$ cat src/rtl/bcd_countdown_timer.sv
// MM:SS BCD countdown timer with pause/resume, load validation and a
// self-clearing alarm. Every output is registered.
module bcd_countdown_timer #(
  parameter int MINH_MAX    = 5,
  parameter int ALARM_TICKS = 5
) (
  input  logic       CP,
  input  logic       CR,
  input  logic       Tick,
  input  logic       Load,
  input  logic [3:0] LdMinH,
  input  logic [3:0] LdMinL,
  input  logic [3:0] LdSecH,
  input  logic [3:0] LdSecL,
  input  logic       Start,
  input  logic       Stop,
  output logic [3:0] MinH,
  output logic [3:0] MinL,
  output logic [3:0] SecH,
  output logic [3:0] SecL,
  output logic       Running,
  output logic       Done,
  output logic       Alarm,
  output logic       LdErr
);

  typedef enum logic [1:0] {
    S_IDLE  = 2'd0,
    S_RUN   = 2'd1,
    S_PAUSE = 2'd2,
    S_ALARM = 2'd3
  } state_t;

  localparam int ACW = (ALARM_TICKS < 2) ? 1 : $clog2(ALARM_TICKS);

  state_t           state_q, state_d;
  logic [3:0]       minh_q, minh_d, minl_q, minl_d;
  logic [3:0]       sech_q, sech_d, secl_q, secl_d;
  logic [ACW-1:0]   acnt_q, acnt_d;
  logic             running_q, running_d, done_q, done_d;
  logic             alarm_q, alarm_d, lderr_q, lderr_d;
  logic             ld_valid, cnt_zero, cnt_one;

  // Next-state, digit and pulse logic; priority Load > Stop > Start > Tick.
  always_comb begin
    state_d  = state_q;
    minh_d   = minh_q;
    minl_d   = minl_q;
    sech_d   = sech_q;
    secl_d   = secl_q;
    acnt_d   = acnt_q;
    done_d   = 1'b0;
    lderr_d  = 1'b0;
    ld_valid = (LdMinH <= 4'(MINH_MAX)) && (LdMinL <= 4'd9) &&
               (LdSecH <= 4'd5) && (LdSecL <= 4'd9);
    cnt_zero = (minh_q == 4'd0) && (minl_q == 4'd0) &&
               (sech_q == 4'd0) && (secl_q == 4'd0);
    cnt_one  = (minh_q == 4'd0) && (minl_q == 4'd0) &&
               (sech_q == 4'd0) && (secl_q == 4'd1);

    if (Load && (state_q != S_RUN)) begin
      if (ld_valid) begin
        minh_d  = LdMinH;
        minl_d  = LdMinL;
        sech_d  = LdSecH;
        secl_d  = LdSecL;
        state_d = S_IDLE;
        acnt_d  = '0;
      end else begin
        lderr_d = 1'b1;
      end
    end else if (Stop) begin
      case (state_q)
        S_RUN:   state_d = S_PAUSE;
        S_ALARM: begin
          state_d = S_IDLE;
          acnt_d  = '0;
        end
        default: state_d = state_q;
      endcase
    end else if (Start && ((state_q == S_IDLE) || (state_q == S_PAUSE)) && !cnt_zero) begin
      state_d = S_RUN;
    end else if (Tick) begin
      case (state_q)
        S_RUN: begin
          if (cnt_one) begin
            secl_d  = 4'd0;
            done_d  = 1'b1;
            state_d = S_ALARM;
            acnt_d  = '0;
          end else if (!cnt_zero) begin
            // Borrow ripples upward only while the lower digit is already zero.
            if (secl_q != 4'd0) begin
              secl_d = secl_q - 4'd1;
            end else begin
              secl_d = 4'd9;
              if (sech_q != 4'd0) begin
                sech_d = sech_q - 4'd1;
              end else begin
                sech_d = 4'd5;
                if (minl_q != 4'd0) begin
                  minl_d = minl_q - 4'd1;
                end else begin
                  minl_d = 4'd9;
                  minh_d = minh_q - 4'd1;
                end
              end
            end
          end else begin
            state_d = S_ALARM;
          end
        end
        S_ALARM: begin
          if (acnt_q == ACW'(ALARM_TICKS - 1)) begin
            state_d = S_IDLE;
            acnt_d  = '0;
          end else begin
            acnt_d = acnt_q + ACW'(1);
          end
        end
        default: state_d = state_q;
      endcase
    end else begin
      state_d = state_q;
    end

    running_d = (state_d == S_RUN);
    alarm_d   = (state_d == S_ALARM);
  end

  // State, digit and output registers with synchronous reset.
  always_ff @(posedge CP) begin
    if (CR) begin
      state_q   <= S_IDLE;
      minh_q    <= 4'd0;
      minl_q    <= 4'd0;
      sech_q    <= 4'd0;
      secl_q    <= 4'd0;
      acnt_q    <= '0;
      running_q <= 1'b0;
      done_q    <= 1'b0;
      alarm_q   <= 1'b0;
      lderr_q   <= 1'b0;
    end else begin
      state_q   <= state_d;
      minh_q    <= minh_d;
      minl_q    <= minl_d;
      sech_q    <= sech_d;
      secl_q    <= secl_d;
      acnt_q    <= acnt_d;
      running_q <= running_d;
      done_q    <= done_d;
      alarm_q   <= alarm_d;
      lderr_q   <= lderr_d;
    end
  end

  assign MinH    = minh_q;
  assign MinL    = minl_q;
  assign SecH    = sech_q;
  assign SecL    = secl_q;
  assign Running = running_q;
  assign Done    = done_q;
  assign Alarm   = alarm_q;
  assign LdErr   = lderr_q;

endmodule

$ cat config.mk
export PLATFORM = sky130hd
export DESIGN_NAME = bcd_countdown_timer
export DESIGN_NICKNAME = d
export VERILOG_FILES = /design/src/rtl/bcd_countdown_timer.sv
export SDC_FILE = /design/constraint.sdc
export NUM_CORES = 1
export LEC_CHECK = 0
export ABC_AREA = 0
export CORE_MARGIN = 3
export CORE_UTILIZATION = 40
export DETAILED_ROUTE_END_ITERATION = 10
export PLACE_DENSITY_LB_ADDON = 0.08
export SLEW_MARGIN = 30
export SYNTH_ARGS = -nofsm -noshare
export SYNTH_HDL_FRONTEND = slang
export SYNTH_SLANG_ARGS = --single-unit
$ cat constraint.sdc
create_clock -name CP -period 2.7 [get_ports CP]
set_clock_uncertainty 0.05 [all_clocks]
set_input_delay 0.405 -clock CP [delete_from_list [all_inputs] [get_ports CP]]
set_output_delay 0.405 -clock CP [all_outputs]
set_load 0.02 [all_outputs]
==> out/metrics.csv <==
stage;metric;value;unit
run_status;result_of_the_run;finished, final reports clean;
timing;timing.fmax;0.3873;GHz
drt;routed_met2_length;2.234;mm
clock_network;clock_tree_from_tritoncts;built;
drt;first_pass_iters;4;
power;internal_power;588.2;uW
timing;timing.final.crit_share;95.62;%
clock_network;root_buffer;sky130_fd_sc_hd__clkbuf_8;
logic_synthesis;synthesis.instances;236;
worst_setup_path;crit_path_max_fanout;7;
global_routing;pin_count_of_the_biggest_net_entering_global_routing;26;
clock_network;cts_htree_levels;1;
power;power.ir.vdd_worst;271.2;uV
floorplanning;num_rows;23;
drt;via_count;1993;
cells_and_area;layout-drive-gt1-share;9.187;%
logic_synthesis;synth.cell_area;0.001787;sq mm
logic_synthesis;synth.yosys.seq_area_share;28.01;%
logic_synthesis;synth.ff_latch_count;25;
worst_setup_path;worst_ep_arrival_time;2.70;ns
global_routing;initial_antenna_violation_count;0;
logic_synthesis;mappedNetlistNets;269;
logic_synthesis;synth_enable_flop_cells;0;
power;power.sequential.fraction;44.5;%
floorplanning;die-width;72.84;um
cells_and_area;insertedDiodeCount;0;
global_routing;grt_pass1_wl;8.404;mm
drt;drtAntennaViolNets;0;
floorplanning;die_y;72.84;um
cells_and_area;areaGrowthSynthToFinish;32.56;%
clock_network;post-cts-setup-buffers;0;
timing;unrepaired_setup_endpoints_after_global_routing;no;
power;netSwitchingPower;272.6;uW
drt;wl_met3;404;um
floorplanning;pin_count;42;
power;power_frac_comb;27.8;%
power;power-per-cell-area;363.4;mW/mm^2
drt;via_per_inst;5.985;
worst_setup_path;worst_setup_path_end_kind;flop;
worst_setup_path;timing.critical_path.from_type;flop;
timing;max_slew_violation_count;0;
timing;final.setup.tns;0;ns
drt;highest_layer;met4;
timing;fin_crit;2.582;ns
clock_network;holdBufCountCts;0;
clock_network;worst_skew_pair.late_latency;0.28;ns
clock_network;clk_transition_reported_paths;0.10;ns
global_routing;gr-usage-all-layers;19.74;%
drt;wl_per_cell;15.35;um
worst_hold_path;min_path_type;flop to flop;
cells_and_area;final_cells;333;
drt;drt_iter0_markers;168;
worst_setup_path;data_required_time_of_the_critical_path;2.82;ns
cells_and_area;final_nets;317;
clock_network;cts_made_buffers;3;
place;weighted_congestion_reported_at_the_end_of_routability_driven_placement;0.8819;
job;max_cap_violations;0;
logic_synthesis;async_reset_ff_share;0;%
logic_synthesis;syn_avg_cell_area;7.571;sq um
worst_setup_path;timing.reg2reg.setup_slack;0.12;ns
place;hpwlAfterDp;3.769;mm
power;net_switching_share_of_the_total_power;31.66;%
global_routing;grt_overflow;0;
drt;met1Wirelength;2.423;mm
logic_synthesis;number_of_distinct_library_cells_after_synthesis;52;
logic_synthesis;yosysWarningCount;0;
floorplanning;die_area;0.005305;sq mm
timing;final_hold_viol_count;0;
clock_network;clock_sink_count;25;
power;clockPowerShare;27.6;%
drt;routed_wirelength;5.113;mm
worst_setup_path;setup.worst_path.class;flop to flop;
power;total_leakage_power;0.8469;nW
clock_network;number_of_gates_resized_after_cts;0;
place;io_buffer_count;41;
timing;setup_viol;0;
timing;worst_slew_pin_slew;0.4965;ns
drt;drt_drc_violations_left;0;
logic_synthesis;synth_flop_cell;sky130_fd_sc_hd__dfxtp_1;
timing;timing.max_slew.rel_slack;66.90;%
clock_network;max-clock-path-buffers;2;
global_routing;vias_in_the_first_global_route;1820;
floorplanning;coreArea;0.004144;sq mm
place;post-place-cells;329;
floorplanning;initial_core_utilization;43.12;%
-- metal layers --
layer  vias up  global-route usage [%]
li1        985                       -
met1       909                   27.92
met2        92                   29.86
met3         7                   3.994
met4         0                   6.557
met5         -                       0
-- worst paths after layout --
check	depth (start not counted)	end	startpoint
worst max register to register	7	Running	MinH[0]
worst max-delay path	7	Running	MinH[0]
worst min-delay path	2	acnt_q[1]	acnt_q[1]
worst min register to register	2	acnt_q[1]	acnt_q[1]
-- critical path, stage by stage (launching register included) --
cell	delay (ns)
sky130_fd_sc_hd__dfxtp_1	0.35
sky130_fd_sc_hd__inv_1	0.09
sky130_fd_sc_hd__ha_1	0.18
sky130_fd_sc_hd__or3b_2	0.54
sky130_fd_sc_hd__or4_4	0.57
sky130_fd_sc_hd__a21o_1	0.21
sky130_fd_sc_hd__o31a_1	0.32
sky130_fd_sc_hd__nor3b_1	0.15
-- power groups by stage --
| stage | Sequential [mW] | Combinational (mW) | Clock, mW |
|---|---|---|---|
| CTS | 0.383 | 0.236 | 0.244 |
| floorplan | 0.400 | 0.131 | 0 |
| detailed placement | 0.392 | 0.234 | 0 |
| global placement | 0.392 | 0.235 | 0 |
| global route | 0.385 | 0.263 | 0.252 |
| finish | 0.383 | 0.239 | 0.238 |
-- stage by stage --
step	hold WS, ns	power [mW]	utilization (%)	setup slack, ns	cell area [sq um]
after floorplan	0.4162	0.5308	-	0.1474	1787
after global placement	0.4378	0.6266	56.04	0.1732	2322
after detailed placement	0.4487	0.6260	56.04	0.1521	2322
after CTS	0.4673	0.8632	57.16	0.1261	2369
after global routing	0.4980	0.8999	57.16	0.01028	2369
final	0.4648	0.8608	57.16	0.1182	2369
-- flip-flops by register name (all words and copies together), names as in the netlist --
| signal | flops |
|---|---|
| state_q | 2 |
| Running | 1 |
| MinH | 4 |
| Done | 1 |
| SecH | 4 |
| SecL | 4 |
| Alarm | 1 |
| LdErr | 1 |
| acnt_q | 3 |
| MinL | 4 |
-- cell usage after synthesis (7+ instances only) --
library cell | count | share of area [%]
sky130_fd_sc_hd__a21oi_1 | 18 | 5.0
sky130_fd_sc_hd__clkbuf_1 | 11 | 2.3
sky130_fd_sc_hd__ha_1 | 11 | 7.7
sky130_fd_sc_hd__nand4_1 | 7 | 2.5
sky130_fd_sc_hd__nand2_1 | 17 | 3.6
sky130_fd_sc_hd__o21ai_0 | 16 | 4.5
sky130_fd_sc_hd__nor4_1 | 7 | 2.5
sky130_fd_sc_hd__dfxtp_1 | 25 | 28
sky130_fd_sc_hd__nor2_1 | 23 | 4.8
sky130_fd_sc_hd__inv_1 | 10 | 2.1
-- cell families after synthesis --
logic type,Yosys count,share of synthesized area (%)
compound gates,77,28.43
fa+ha+maj,11,7.703
buf+inv,23,4.902
flops,25,28.01
mux,3,1.751
simple gates,97,29.20
-- area by class of cell --
class | instances | area, sq um
multi-input combinational | 188 | 1199
tap | 50 | 62.56
fill | 411 | 1775
clock buffer | 3 | 41.29
timing repair buffer | 56 | 523.0
inverter | 10 | 37.54
sequential | 25 | 500.5
clock inverter | 1 | 5.005
-- cell usage in the layout (no fill, tap or decap), types with 2 or more instances in the layout --
master	count
sky130_fd_sc_hd__nor2b_1	6
sky130_fd_sc_hd__inv_1	10
sky130_fd_sc_hd__nand3_1	5
sky130_fd_sc_hd__clkdlybuf4s50_1	41
sky130_fd_sc_hd__clkbuf_8	3
sky130_fd_sc_hd__ha_1	11
sky130_fd_sc_hd__nor3b_1	5
sky130_fd_sc_hd__a311oi_1	4
sky130_fd_sc_hd__buf_4	15
sky130_fd_sc_hd__a31oi_1	6
sky130_fd_sc_hd__nor4_1	7
sky130_fd_sc_hd__or3_1	3
sky130_fd_sc_hd__nor3_1	6
sky130_fd_sc_hd__nand2b_1	5
sky130_fd_sc_hd__o31ai_1	6
sky130_fd_sc_hd__a211oi_1	3
sky130_fd_sc_hd__dfxtp_1	25
sky130_fd_sc_hd__or4b_2	2
sky130_fd_sc_hd__o21a_1	2
sky130_fd_sc_hd__a21oi_1	18
sky130_fd_sc_hd__nor2_1	23
sky130_fd_sc_hd__a32oi_1	2
sky130_fd_sc_hd__or4_1	2
sky130_fd_sc_hd__o21ai_0	16
sky130_fd_sc_hd__mux2i_1	2
sky130_fd_sc_hd__nand4_1	7
sky130_fd_sc_hd__nand2_1	17
sky130_fd_sc_hd__a21o_1	3
sky130_fd_sc_hd__and3_1	3
sky130_fd_sc_hd__o22ai_1	2
Note: power is estimated with default switching activity, not from simulation.
